**config.mk**
```make
export PLATFORM = sky130hd
export DESIGN_NAME = frame_router
export DESIGN_NICKNAME = d
export VERILOG_FILES = /design/src/rtl/frame_router_pkg.sv /design/src/rtl/frame_router_frame_tracker.sv /design/src/rtl/frame_router.sv
export SDC_FILE = /design/constraint.sdc
export NUM_CORES = 1
export LEC_CHECK = 0
export CAP_MARGIN = 20
export CORE_UTILIZATION = 30
export DETAILED_ROUTE_END_ITERATION = 10
export PLACE_DENSITY = 0.77
export SYNTH_ARGS = -nofsm -noshare
export SYNTH_HDL_FRONTEND = slang
export SYNTH_HIERARCHICAL = 1
export SYNTH_SLANG_ARGS = --single-unit
```
**constraint.sdc**
```tcl
create_clock -name clk -period 2.35 [get_ports clk]
set_input_delay 0.3525 -clock clk [delete_from_list [all_inputs] [get_ports clk]]
set_output_delay 0.3525 -clock clk [all_outputs]
set_load 0.05 [all_outputs]
```
**src/rtl/frame_router_pkg.sv**
```systemverilog
// Shared types and widths for the frame router and its per-direction frame tracker.
package frame_router_pkg;
  localparam int RX_BYTE_W = 8;
  localparam int BITS_W    = 3;

  typedef enum logic {RX_IDLE  = 1'b0, RX_FRAME  = 1'b1} rx_state_t;
  typedef enum logic {TX_IDLE  = 1'b0, TX_FRAME  = 1'b1} tx_state_t;
  typedef enum logic {TRK_IDLE = 1'b0, TRK_FRAME = 1'b1} trk_state_t;
endpackage

```
**src/rtl/frame_router_frame_tracker.sv**
```systemverilog
// Two-state frame tracker: latches a route select on frame start, holds it until frame end.
//   state     | meaning
//   TRK_IDLE  | between frames, consumer uses the live route
//   TRK_FRAME | inside a frame, consumer uses the latched sel_q
module frame_tracker
  import frame_router_pkg::*;
#(
  parameter int SEL_W = 1
) (
  input  logic             clk,
  input  logic             rst_n,
  input  logic             start,
  input  logic             stop,
  input  logic [SEL_W-1:0] sel_in,
  output logic             in_frame,
  output logic [SEL_W-1:0] sel_q
);

  trk_state_t       state_q, state_d;
  logic [SEL_W-1:0] sel_d;

  always_ff @(posedge clk or negedge rst_n) begin
    if (!rst_n) begin
      state_q <= TRK_IDLE;
      sel_q   <= '0;
    end else begin
      state_q <= state_d;
      sel_q   <= sel_d;
    end
  end

  // A start seen while already in a frame re-latches; stop wins over start.
  always_comb begin
    state_d = state_q;
    sel_d   = sel_q;
    case (state_q)
      TRK_IDLE: begin
        if (start) begin
          sel_d   = sel_in;
          state_d = TRK_FRAME;
        end
      end
      TRK_FRAME: begin
        if (start) sel_d = sel_in;
      end
      default: state_d = TRK_IDLE;
    endcase
    if (stop) state_d = TRK_IDLE;
  end

  assign in_frame = (state_q == TRK_FRAME);

endmodule

```
**src/rtl/frame_router.sv**
```systemverilog
// Frame-aware Rx fan-out / Tx mux; route selections only change at frame boundaries.
module frame_router
  import frame_router_pkg::*;
#(
  parameter int NUM_RX_DESTS = 2,
  parameter int NUM_TX_SRCS  = 2,
  parameter int TX_SEL_W     = (NUM_TX_SRCS > 1) ? $clog2(NUM_TX_SRCS) : 1,
  parameter int DROP_CNT_W   = 8
) (
  input  logic                              clk,
  input  logic                              rst_n,
  input  logic [NUM_RX_DESTS-1:0]           rx_route,
  input  logic [TX_SEL_W-1:0]               tx_route,
  input  logic [RX_BYTE_W-1:0]              in_rx_data,
  input  logic [BITS_W-1:0]                 in_rx_data_bits,
  input  logic                              in_rx_soc,
  input  logic                              in_rx_eoc,
  input  logic                              in_rx_data_valid,
  input  logic                              in_rx_error,
  output logic [RX_BYTE_W-1:0]              out_rx_data,
  output logic [BITS_W-1:0]                 out_rx_data_bits,
  output logic [NUM_RX_DESTS-1:0]           out_rx_soc,
  output logic [NUM_RX_DESTS-1:0]           out_rx_eoc,
  output logic [NUM_RX_DESTS-1:0]           out_rx_data_valid,
  output logic [NUM_RX_DESTS-1:0]           out_rx_error,
  input  logic [NUM_TX_SRCS*RX_BYTE_W-1:0]  in_tx_data,
  input  logic [NUM_TX_SRCS*BITS_W-1:0]     in_tx_data_bits,
  input  logic [NUM_TX_SRCS-1:0]            in_tx_data_valid,
  input  logic [NUM_TX_SRCS-1:0]            in_tx_append_crc,
  output logic [NUM_TX_SRCS-1:0]            in_tx_req,
  output logic [RX_BYTE_W-1:0]              out_tx_data,
  output logic [BITS_W-1:0]                 out_tx_data_bits,
  output logic                              out_tx_data_valid,
  output logic                              out_tx_append_crc,
  input  logic                              out_tx_req,
  output logic [DROP_CNT_W-1:0]             rx_dropped_frames,
  output logic                              tx_route_pending
);

  rx_state_t                rx_state;
  tx_state_t                tx_state;
  logic                     rx_in_frame, tx_in_frame;
  logic [NUM_RX_DESTS-1:0]  rx_sel_q, rx_eff;
  logic [TX_SEL_W-1:0]      tx_sel_q, tx_eff;
  logic                     tx_start, tx_stop;
  logic [DROP_CNT_W-1:0]    drop_cnt_q, drop_cnt_d;

  frame_tracker #(.SEL_W(NUM_RX_DESTS)) u_rx_trk (
    .clk      (clk),
    .rst_n    (rst_n),
    .start    (in_rx_soc),
    .stop     (in_rx_eoc),
    .sel_in   (rx_route),
    .in_frame (rx_in_frame),
    .sel_q    (rx_sel_q)
  );

  assign rx_state = rx_state_t'(rx_in_frame);
  assign rx_eff   = (rx_state == RX_FRAME) ? rx_sel_q : rx_route;

  assign out_rx_data       = in_rx_data;
  assign out_rx_data_bits  = in_rx_data_bits;
  assign out_rx_soc        = {NUM_RX_DESTS{in_rx_soc}}        & rx_eff;
  assign out_rx_eoc        = {NUM_RX_DESTS{in_rx_eoc}}        & rx_eff;
  assign out_rx_data_valid = {NUM_RX_DESTS{in_rx_data_valid}} & rx_eff;
  assign out_rx_error      = {NUM_RX_DESTS{in_rx_error}}      & rx_eff;

  // A frame starting with an all-zero route is dropped; count saturates.
  always_comb begin
    drop_cnt_d = drop_cnt_q;
    if (in_rx_soc && (rx_route == '0) && (drop_cnt_q != '1))
      drop_cnt_d = drop_cnt_q + 1'b1;
  end

  always_ff @(posedge clk or negedge rst_n) begin
    if (!rst_n) drop_cnt_q <= '0;
    else        drop_cnt_q <= drop_cnt_d;
  end

  assign rx_dropped_frames = drop_cnt_q;

  assign tx_state = tx_state_t'(tx_in_frame);
  assign tx_eff   = (tx_state == TX_FRAME) ? tx_sel_q : tx_route;

  // Out-of-range source indices match no entry, leaving everything at zero.
  always_comb begin
    out_tx_data       = '0;
    out_tx_data_bits  = '0;
    out_tx_data_valid = 1'b0;
    out_tx_append_crc = 1'b0;
    in_tx_req         = '0;
    for (int s = 0; s < NUM_TX_SRCS; s++) begin
      if (tx_eff == TX_SEL_W'(s)) begin
        out_tx_data       = in_tx_data[s*RX_BYTE_W +: RX_BYTE_W];
        out_tx_data_bits  = in_tx_data_bits[s*BITS_W +: BITS_W];
        out_tx_data_valid = in_tx_data_valid[s];
        out_tx_append_crc = in_tx_append_crc[s];
        in_tx_req[s]      = out_tx_req;
      end
    end
  end

  assign tx_start = (tx_state == TX_IDLE)  &&  out_tx_data_valid;
  assign tx_stop  = (tx_state == TX_FRAME) && !out_tx_data_valid;

  frame_tracker #(.SEL_W(TX_SEL_W)) u_tx_trk (
    .clk      (clk),
    .rst_n    (rst_n),
    .start    (tx_start),
    .stop     (tx_stop),
    .sel_in   (tx_route),
    .in_frame (tx_in_frame),
    .sel_q    (tx_sel_q)
  );

  assign tx_route_pending = (tx_state == TX_FRAME) && (tx_route != tx_sel_q);

endmodule

```
== Word level (Yosys, flattened, before mapping) ==
Index checks and enable logic that the tools add are counted.
Widths: inputs -> output; s select.

* Bitwise operators: 5
* Add/subtract/negate cells: 1
* Muxes and demuxes: 16
* Reduce and logical (&&, ||, !) cells: 7
* Equal/unequal tests: 2

{| class="wikitable"
|+ Operators with widths
! operator !! count
|-
| $mux 1 || 12
|-
| $add 8x1->8 const B || 1
|-
| $and 2x2->2 || 4
|-
| $mux 8 || 1
|-
| $ne 8x8->1 const B || 1
|-
| $logic_and 1x1->1 || 5
|-
| $mux 2 || 2
|-
| $mux 3 || 1
|-
| $logic_not 2->1 || 1
|-
| $logic_not 1->1 || 1
|-
| $ne 1x1->1 || 1
|-
| $not 1->1 || 1
|}

* Register bits after elaboration: 13
* Word-level logic and storage cells: 36
* Input port bits: 47

== Longest topological paths before layout ==
Gate-level depths: netlist (run 1).

* Depth after elaboration: 6
* Gate-level depth with buffers: 4
* Mapped depth without buffers: 4

== Hierarchy ==
Netlist (run 1), hierarchy kept.

{| class="wikitable"
|+ By module, submodules not included
! module !! area an instance (sq um) !! cells an instance !! times used !! seq. area each (sq um)
|-
| frame_router || 848.3 || 80 || 1 || 200.2
|-
| frame_tracker at u_rx_trk || 107.6 || 6 || 1 || 75.1
|-
| frame_tracker at u_tx_trk || 75.1 || 4 || 1 || 50.0
|}

== Least setup slack after synthesis (run 1) ==
No wires, ideal clock.

* Path type: reg-to-reg
* Start point: reg drop_cnt_q[0] (netlist: rx_dropped_frames[0])
* End point: reg drop_cnt_q[1] (netlist: rx_dropped_frames[1])
* Stages on the path, launching flop included: 5
* Path slack: 0.591 ns
* Required time: 2.225 ns
* Clock period less this slack: 1.759 ns
* Library setup time: 0.125 ns
* Data arrival time: 1.634 ns
* Path buffers: 0
* Path through: dfrtp_1 -> ha_1 -> nand4_1 -> o21ai_2 -> mux2_2

* Word-level cells in the longest chain between the ends: 2

{| class="wikitable"
|+ Ends and longest elaborated chain
! item !! RTL line !! source
|-
| from (decl) || frame_router.sv:46 || <nowiki>logic [DROP_CNT_W-1:0] drop_cnt_q, drop_cnt_d;</nowiki>
|-
| from (signal assigned) || frame_router.sv:77 || <nowiki>else drop_cnt_q <= drop_cnt_d;</nowiki>
|-
| parallel branches: the longest is 2 deep, another holds $add 8x1->8 || n/a ||
|}

Parallel ways; which one is timed is not known.
A chain may end at the register's enable or synchronous reset.

== Worst setup path after layout (run 1) ==
* Start point: in tx_route
* End point: out out_tx_append_crc

* Word-level cells in the longest chain between the ends: 2

{| class="wikitable"
|+ Ends and longest elaborated chain
! item !! RTL line !! source
|-
| from (decl) || frame_router.sv:13 || <nowiki>input logic [TX_SEL_W-1:0] tx_route,</nowiki>
|-
| $mux 1 || frame_router.sv:83 || <nowiki>assign tx_eff = (tx_state == TX_FRAME) ? tx_sel_q : tx_route;</nowiki>
|-
| $mux 1 || frame_router.sv:93 || <nowiki>if (tx_eff == TX_SEL_W'(s)) begin</nowiki>
|-
| to (decl) || frame_router.sv:34 || <nowiki>output logic out_tx_append_crc,</nowiki>
|}

No other way between the ends.

==> run metrics, run 1 <==
outcome=completed; Final Max Slew Viols=0; Post-CTS Hold Fix Bufs=0; Leak=~0.8 nW; Flop pwr share=0.187; CP cell instances=clkdlybuf4s50_1 > mux2i_4 > buf_12 > mux2_2 > buf_4; CTS Buffer Depth=2; drt pass-1 iters=4; min Tclk post-route=2.151 ns; critical path depth in cells=5; area grow syn2layout=82.52%; combinational cell fraction of total power=0.744; hold slack final=about 0.44 ns; CP top delay family=buffers and inverters; CP max FO=15; CP max-delay cell=clkdlybuf4s50_1; worst setup path category=in2out; Worst-path clk slew=about 0.080 ns; vias per cell=between 4 and 5; vias in the first global route=roughly 850; Via Count=879; antenna violations before repair=0; I/O pins=90; fin util=0.5968; cell row count=20; Post-DP HPWL=between 2 and 2.5 mm; DRC Markers=0; Buffers on Ports=67; post-synthesis cell area=between 1000 and 1500 um2; r2r startpoint=rx_dropped_frames[0]; Sw Ratio=0.4713; Distinct cells, synth=28; Total GRT Usage=0.1434; Crit. End Element=primary output; sequential fraction of the synthesis area=0.3155; VDD IR max=approximately 650 uV; die area=approximately 3700 um2; Final Cycle Share=0.9154; post-cts resize count=0; core area=around 3200 um2; drt wl/cell=between 10 and 15 um; Layout Cells excl Fill=a little under 200; Critical Path Start Type=primary input; P per Cell Area=about 1100 nW/um2; Setup TNS=0 ns; CTS root buf=clkbuf_4; DR iter-0 viols=29; TritonCTS clock tree=yes; Total Wirelength=~2.7 mm; die width=approximately 60 um; R2R setup slack=about 0.83 ns; post-synth top area share=0.3155; Syn Inst Count=90; Die Ht=slightly above 60 um; Num CTS Buffers=3; Worst Tran Pin Value=roughly 0.56 ns; Synth Area per Inst=about 11 um2; RSZ-0062 raised after global routing=false; count of final setup violators=0; top cells by area, synth=dfrtp_1, mux2_4, mux2_2; Yosys Warn Count=6; Max-slew headroom=0.6223; Placed Cells=around 190; dominant synthesized flop cell=dfrtp_1; Max Fclk=around 460 MHz; first-pass GRT wire length=roughly 4.0 mm; number of H-tree levels=1; final hold violation count=0; Max-cap violations=0; Initial Util=0.3270; required time of the worst setup path=roughly 2.0 ns; Int Pwr=~1.1 mW; Buf+Inv Stages, Crit Path=3; number of flops mapped to enable cells by yosys=0; Min-Delay Path Class=in2async; async set-or-reset flop fraction in the synthesized netlist=1.000; P_sw=0.9407 mW; Routability Congestion=roughly 0.75; Clock power frac=0.069; largest net degree at the start of global routing=16; reg2reg path depth=4; latest clock arrival within the worst-skew pair=approximately 0.27 ns; antenna viol nets, final=0; CP max stage delay=0.51 ns; share of layout cells above drive strength 1=0.3907; Post-layout nets=200; overall power=roughly 2.0 mW; setup bufs post-CTS=0; CTS Sinks=13; FF+latch count, synth=13; grt total ovfl=0; Synthesized Nets=~140; # diodes=0; largest area contributor in the netlist=dfrtp_1; R2R Path End=rx_dropped_frames[1]; Max Clock Skew=about 0.0014 ns; crit path DAT=around 1.8 ns
## routing by layer
| layer | routed length (um) | GRT usage | vias to the layer above | part of all wire |
|---|---|---|---|---|
| met5 | 0 | 0 | - | 0 |
| met4 | 32 | 0.04221 | 0 | 0.012 |
| met3 | 59 | 0.02559 | 4 | 0.022 |
| li1 | - | - | 436 | - |
| met2 | 1485 | 0.2496 | 15 | 0.56 |
| met1 | 1088 | 0.1813 | 424 | 0.41 |
## power by group through the flow
stage               registers (mW)  clock network, mW  logic (mW)
floorplan                    0.506                  0       0.811
finish                       0.374              0.138        1.48
detailed placement           0.375                  0        1.50
global route                 0.384              0.154        1.54
global placement             0.371                  0        1.47
CTS                          0.373              0.140        1.50
## worst max path at each step
| stage | end | start | slack, ns |
|---|---|---|---|
| after global routing | out_tx_append_crc | tx_route | 0.17 |
| after detailed placement | out_tx_append_crc | tx_route | 0.19 |
| after CTS | out_tx_append_crc | tx_route | 0.19 |
| after global placement | out_tx_data[0] | tx_route | 0.24 |
| after floorplan | rx_dropped_frames[1] | rx_dropped_frames[0] | 0.59 |
| final | out_tx_append_crc | tx_route | 0.20 |
## state kept, by name, summed over array words and instances (netlist names)
register,cells
rx_dropped_frames,8
u_rx_trk/sel_q,2
u_rx_trk/in_frame,1
u_tx_trk/in_frame,1
u_tx_trk/sel_q,1
## through the flow
| stage | area (um2) | setup WS, ns |
|---|---|---|
| finish | 1882 | 0.1987 |
| global route | 1882 | 0.1662 |
| global placement | 1856 | 0.2372 |
| floorplan | 1031 | 0.5913 |
| CTS | 1882 | 0.1885 |
| detailed placement | 1856 | 0.1879 |
## worst reg2reg max path, cell delays in order (launching register included)
cell and delay (ns):
dfrtp_1 0.41, ha_1 0.23, nand4_1 0.16, o21ai_2 0.25, mux2_2 0.36
## cells by family after synthesis
family	synth area share
fa+ha+maj	0.01213
xor+xnor	0.02549
flops	0.3155
buf+inv	0.09102
simple gates	0.1723
compound gates	0.07161
mux	0.3119
## cells in the final DEF, fill, tap and decap left out
| cell | Yosys | final |
|---|---|---|
| xnor2_1 | 2 | 2 |
| and2b_2 | 1 | 1 |
| o2111a_1 | 1 | 1 |
| and4_1 | 1 | 1 |
| a31oi_1 | 1 | 1 |
| and2_2 | 3 | 3 |
| and3_1 | 1 | 1 |
| clkdlybuf4s50_1 | 0 | 43 |
| o21ai_2 | 1 | 1 |
| a21oi_1 | 2 | 2 |
| nand2b_1 | 1 | 1 |
| nand3_1 | 2 | 2 |
| nand2_1 | 3 | 3 |
| nor2b_1 | 8 | 8 |
| clkbuf_1 | 0 | 1 |
| mux2i_4 | 1 | 1 |
| mux2i_1 | 4 | 4 |
| mux2_4 | 9 | 9 |
| buf_12 | 0 | 19 |
| buf_4 | 11 | 7 |
| nor2_1 | 1 | 1 |
| clkbuf_4 | 0 | 3 |
| and2_1 | 3 | 3 |
| ha_1 | 1 | 1 |
| dfrtp_1 | 13 | 13 |
| o211ai_1 | 1 | 1 |
| nand4_1 | 2 | 2 |
| mux2_2 | 11 | 11 |
| o21ba_2 | 3 | 3 |
| nor3b_4 | 1 | 1 |
| xor2_1 | 1 | 1 |
## layout make-up
type                       count  area (um2)
multi-input combinational     65       611.8
timing repair buffer          69       863.3
tap                           44       55.05
fill                         270        1271
sequential                    13       325.3
clock buffer                   4       26.28
## Yosys cell counts, types with 2 or more instances
master,number
xnor2_1,2
nand3_1,2
mux2_4,9
mux2i_1,4
mux2_2,11
dfrtp_1,13
a21oi_1,2
and2_1,3
nor2b_1,8
buf_4,11
and2_2,3
nand4_1,2
nand2_1,3
o21ba_2,3
Power figures use the tool's default switching activity.
==> run 2, diff against run 1 <==
--- a/config.mk
+++ b/config.mk
@@ -6,4 +6,5 @@
 export NUM_CORES = 1
 export LEC_CHECK = 0
+export ABC_AREA = 0
 export CAP_MARGIN = 20
 export CORE_UTILIZATION = 30
==> constraint.sdc (replaced) <==
create_clock -name clk -period 2.35 [get_ports clk]
set_input_delay 0.5875 -clock clk [delete_from_list [all_inputs] [get_ports clk]]
set_output_delay 0.5875 -clock clk [all_outputs]
set_load 0.05 [all_outputs]
==> run metrics, run 2 (synthesis results as in run 1) <==
Max Fclk=438.5 MHz (-5.7%); Num CTS Buffers=3 (unchanged); P_sw=0.9507 mW (+1.1%); CP max FO=8 (-7); Routability Congestion=0.7234 (-3.7%); Clock power frac=0.068 (about the same); drt pass-1 iters=4 (unchanged); CP max-delay cell=mux2_2; Post-CTS Hold Fix Bufs=0 (unchanged); top routing layer in use=met4; vias per cell=4.530 (+0.49%); Largest register FFs=8 (unchanged); commonest non-fill, non-tap cells in the layout=clkdlybuf4s50_1, buf_12, dfrtp_1; Worst-path clk slew=0.08 ns (about the same); Sw Ratio=0.4670 (-0.004245); Worst Tran Pin Value=0.5774 ns (+0.01269 ns); Post-DP HPWL=2.347 mm (+1.7%); combinational cell fraction of total power=0.749 (+0.005); CP top delay family=buffers and inverters; Initial Util=0.3270 (unchanged); # diodes=0 (unchanged); latest clock arrival within the worst-skew pair=0.28 ns (about the same); Max-cap violations=0 (unchanged); Flop pwr share=0.183 (-0.004); area grow syn2layout=86.77%; Leak=0.8223 nW (+3.5%); antenna viol nets, final=0 (unchanged); P per Cell Area=1057 nW/um2 (-0.34%); Final Cycle Share=0.9704 (+0.05491); CTS Sinks=13 (unchanged); cell row count=20 (unchanged); worst setup path category=in2out; DRT met1 WL=1.096 mm (+0.74%); Critical Path Start Type=primary input; number of H-tree levels=1 (unchanged); Buffers on Ports=67 (unchanged); Post-layout nets=205 (+2.5%); CTS Buffer Depth=2 (unchanged); required time of the worst setup path=1.76 ns (-0.24 ns); RSZ-0062 raised after global routing=false; overall power=2.036 mW (+2.0%); largest net degree at the start of global routing=14 (-2); CTS root buf=clkbuf_4; met2 WL=1.503 mm (+1.2%); outcome=completed; VDD IR max=637.0 uV (-1.7%); core area=3153 um2 (unchanged); vias in the first global route=820 (-3.0%); drt wl/cell=13.81 um (+0.97%); commonest non-fill, non-tap cell in the layout=clkdlybuf4s50_1; placed cell areas=1878 um2 (+1.2%); antenna violations before repair=0 (unchanged); Max Clock Skew=0.001966 ns (+0.0006129 ns); grt total ovfl=0 (unchanged); min Tclk post-route=2.280 ns (+0.1290 ns); die width=60.62 um (unchanged); Crit. End Element=primary output; Max-slew headroom=0.6138 (-0.008486); Fillers=265 (-1.9%); Total Wirelength=2.761 mm (+3.6%); DR WL met3=102 um (+73%); Int Pwr=1.085 mW (+2.8%); share of layout cells above drive strength 1=0.4231 (+0.03235); final hold violation count=0 (unchanged); die area=3675 um2 (unchanged); Buf+Inv Stages, Crit Path=3 (unchanged); I/O pins=90 (unchanged); crit path DAT=1.69 ns (-0.11 ns); DRC Markers=0 (unchanged); Die Ht=60.62 um (unchanged); first-pass GRT wire length=4.057 mm (+2.4%); Total GRT Usage=0.1572 (+0.01378); Min-Delay Path Class=reg2reg; TritonCTS clock tree=yes; CP max stage delay=0.34 ns (-0.17 ns); Final Cell Area=1926 um2 (+2.3%); DR iter-0 viols=10 (-66%); count of final setup violators=0 (unchanged); Final Max Slew Viols=0 (unchanged); CP cell instances=clkdlybuf4s15_1 > mux2i_4 > buf_12 > mux2_2 > buf_4; Via Count=906 (+3.1%)
-- run 2: power by group through the flow --
stage	logic, mW	registers, mW	clock network (mW)
finish	1.52	0.373	0.139
global route	1.58	0.384	0.157
CTS	1.58	0.375	0.145
detailed placement	1.50	0.377	0
global placement	1.47	0.371	0
floorplan	0.811	0.506	0
-- run 2: path summary, 6_finish.rpt --
kind                                      start                    to  slack [ns]  cells past startpoint
min in group asynchronous                 rst_n  rx_dropped_frames[2]        0.67                      1
setup reg to reg           rx_dropped_frames[0]  rx_dropped_frames[1]        0.88                      4
setup / recovery                       tx_route     out_tx_append_crc        0.07                      5
hold reg to reg               u_rx_trk/sel_q[1]     u_rx_trk/sel_q[1]        0.51                      1
hold / removal                u_rx_trk/sel_q[1]     u_rx_trk/sel_q[1]        0.51                      1
max in group asynchronous                 rst_n     u_tx_trk/in_frame        1.27                      1
-- run 2: cell type report --
class	count	area, um2	share of cell area
Clock buffer	3	22.52	0.01170
Clock inverter	1	5.005	0.002599
Multi-Input combinational cell	65	611.8	0.3177
Sequential cell	13	326.6	0.1696
Tap cell	44	55.05	0.02859
Timing Repair Buffer	74	904.6	0.4698
-- run 2: repair_timing --
action | CTS | global route
gates resized for setup | 5 | 0
setup buffers | 1 | 1
cloned | 1 | 0
endpoints found under the setup margin | 14 | 6
-- run 2: metrics by stage --
step | hold WS [ns] | util | std cells | setup slack, ns | TNS (ns)
6_report | 0.5127 | 0.6107 | 200 | 0.06966 | 0
5_1_grt | 0.5280 | 0.6107 | 200 | 0.01218 | 0
4_1_cts | 0.5186 | 0.6171 | 200 | 0.02566 | 0
3_5_place_dp | 0.5022 | 0.5956 | 194 | -0.1875 | -1.834
3_3_place_gp | 0.4942 | 0.5956 | 194 | -0.1505 | -1.567
2_1_floorplan | 0.2919 | - | 90 | 0.3685 | 0
-- run 2: worst reg2reg max path: stages (launching register included) --
cell and delay (ns):
dfrtp_1 0.41, ha_1 0.22, nand4_1 0.15, o21ai_2 0.24
mux2_2 0.36
-- run 2: routing by layer --
metal  vias to the layer above  track usage
met3                         7      0.04051
met2                        24       0.2433
li1                        443            -
met4                         0      0.08117
met5                         -            0
met1                       432       0.2026
==> run 3, diff against run 2 <==
Settings changed: ABC_AREA 0 to 1.
==> run metrics, run 3 <==
drt wl/cell=10.73 um (-22%); count of final setup violators=0 (unchanged); met3 Usage GRT=0.03361 (-0.006898); Clock power frac=0.066 (-0.002); Die Ht=61.19 um (+0.94%); Final Max Slew Viols=0 (unchanged); Post-DP HPWL=2.473 mm (+5.3%); die width=61.19 um (+0.94%); P_sw=1.118 mW (+18%); Crit. End Element=primary output; grt total ovfl=0 (unchanged); Post-CTS Hold Fix Bufs=0 (unchanged); Max-cap violations=0 (unchanged); Most Crowded Layer GR=met2; vias per cell=4.378 (-3.4%); latest clock arrival within the worst-skew pair=0.29 ns (about the same); Placed Cells=274 (+41%); Distinct cells, synth=20 (-29%); final hold violation count=0 (unchanged); commonest non-fill, non-tap cell in the layout=nand2_1; Min-Delay Path Class=reg2reg; Worst-path clk slew=0.09 ns (about the same); Yosys Warn Count=6 (unchanged); CTS Sinks=13 (unchanged); CTS root buf=clkbuf_4; Buffers on Ports=67 (unchanged); Largest register FFs=8 (unchanged); top cells by area, synth=dfrtp_1, nand2_1, nor2_1; DRC Markers=0 (unchanged); TritonCTS clock tree=yes; share of layout cells above drive strength 1=0.2328 (-0.1903); Synthesized Nets=219 (+59%); DR iter-0 viols=53 (+43); worst setup path category=in2out; die area=3744 um2 (+1.9%); antenna viol nets, final=0 (unchanged); Critical Path Start Type=primary input; Max-slew headroom=0.6033 (-0.01051); FF+latch count, synth=13 (unchanged); Max Clock Skew=0.01022 ns (+0.008258 ns); overall power=2.207 mW (+8.4%); Flop pwr share=0.152 (-0.031); M1 GR Usage=0.1882 (-0.01441); most frequent cell after synthesis=nand2_1; Int Pwr=1.089 mW (+0.36%); async set-or-reset flop fraction in the synthesized netlist=1.000 (unchanged); post-cts resize count=0 (-5); dominant synthesized flop cell=dfrtp_1; post-synthesis cell area=1051 um2 (+1.9%); Total GRT Usage=0.1635 (+0.006287); antenna violations before repair=0 (unchanged); Initial Util=0.3150 (-0.01202); setup bufs post-CTS=0 (-1); I/O pins=90 (unchanged); Via Count=1217 (+34%); dpl ws=0.005603 ns (+0.1931 ns); combinational cell fraction of total power=0.782 (+0.033); Worst Tran Pin Value=0.5931 ns (+0.01571 ns); sequential fraction of the synthesis area=0.3095 (-0.006010); CP max FO=13 (+5); Num CTS Buffers=3 (unchanged); required time of the worst setup path=1.76 ns (about the same); Setup TNS=0 ns (unchanged); Layout Cells excl Fill=278 (+39%); crit path DAT=1.71 ns (+0.02 ns); Leak=0.9817 nW (+19%); Total Wirelength=2.982 mm (+8.0%); post-synth top area share=0.3095 (-0.006010); vias in the first global route=1066 (+30%); commonest non-fill, non-tap cells in the layout=nand2_1, clkdlybuf4s50_1, buf_12; number of H-tree levels=1 (unchanged); Synth Area per Inst=6.146 um2 (-46%); CTS Buffer Depth=2 (unchanged); core area=3337 um2 (+5.8%); Final Cycle Share=0.9771 (+0.006753); drt pass-1 iters=4 (unchanged); Post-layout nets=281 (+37%); # diodes=0 (unchanged); Routability Congestion=0.8159 (+13%); cell row count=21 (+5.0%); Syn Inst Count=171 (+90%); Commonest cells post-synth=nand2_1, nor2_1, inv_1; outcome=completed; hold slack final=0.4983 ns (-0.01440 ns); final worst slack=0.05379 ns (-0.01587 ns); P per Cell Area=1089 nW/um2 (+3.0%); GRT met2 Usage=0.2950 (+0.05170); largest net degree at the start of global routing=14 (unchanged); first-pass GRT wire length=4.595 mm (+13%); largest area contributor in the netlist=dfrtp_1; VDD IR max=469.3 uV (-26%); Max Fclk=435.5 MHz (-0.69%); area grow syn2layout=92.86%; number of flops mapped to enable cells by yosys=0 (unchanged); min Tclk post-route=2.296 ns (+0.01587 ns); Sw Ratio=0.5067 (+0.03968)
run 3: cell types whose count changed in the layout (fill, tap and decap cells not counted), sizes merged, moves of 3 or more:
cell	change
nor2	+26
inv	+21
o21ba	-3
mux2i	-5
nand2	+78
buf	-4
nand3	+5
and2	-6
mux2	-20
nor2b	-8
run 3: cells by family (layout without fill, tap and decap cells):
logic type / count (synthesis) / in the layout / synth area share
AOI/OAI and AO/OA: 4 / 4 / 0.01904
and+or+nand+nor: 116 / 116 / 0.4667
buffers and inverters: 34 / 95 / 0.1679
adders and majority gates: 1 / 1 / 0.01190
DFF: 13 / 13 / 0.3095
xor gates and xnor gates: 3 / 3 / 0.02500
run 3: power by group through the flow:
stage	Clock [mW]	Combinational, mW	Sequential (mW)
finish	0.146	1.73	0.335
global route	0.159	1.82	0.343
CTS	0.151	1.69	0.334
detailed placement	0	1.69	0.338
global placement	0	1.67	0.337
floorplan	0	0.842	0.421
run 3: area by class of cell:
| type | count | area, um2 |
|---|---|---|
| fillers | 295 | 1310 |
| inverters | 21 | 83.83 |
| flip-flops and latches | 13 | 325.3 |
| repair buffers | 70 | 945.9 |
| well taps | 46 | 57.56 |
| multi-input cells | 124 | 586.8 |
| clock buffers | 3 | 22.52 |
| clock inverters | 1 | 5.005 |
run 3: worst paths after layout:
check | start | endpoint | slack [ns] | cells past startpoint
hold reg to reg | u_rx_trk/sel_q[0] | u_rx_trk/sel_q[0] | 0.50 | 2
hold / removal | u_rx_trk/sel_q[0] | u_rx_trk/sel_q[0] | 0.50 | 2
setup reg to reg | rx_dropped_frames[0] | rx_dropped_frames[7] | 1.04 | 8
max in group asynchronous | rst_n | rx_dropped_frames[1] | 1.29 | 1
setup / recovery | tx_route | out_tx_data[2] | 0.05 | 7
min in group asynchronous | rst_n | u_tx_trk/in_frame | 0.66 | 1
run 3: worst max-delay path, cell delays in order:
cell and delay (ns):
clkdlybuf4s50_1 0.50, nand2_2 0.08, nand2_4 0.11, buf_12 0.13, nand2_1 0.07, nand2_2 0.10, buf_12 0.14
run 3: metal layers:
metal / vias to the layer above / wire length [um]
li1: 619 / -
met4: 0 / 60
met1: 536 / 1187
met2: 55 / 1412
met5: - / 0
met3: 7 / 321
run 3: stage by stage:
stage | utilization | instance area, um2
after CTS | 0.5954 | 1987
after global routing | 0.6074 | 2027
final | 0.6074 | 2027
after global placement | 0.5872 | 1959
after floorplan | - | 1051
after detailed placement | 0.5872 | 1959
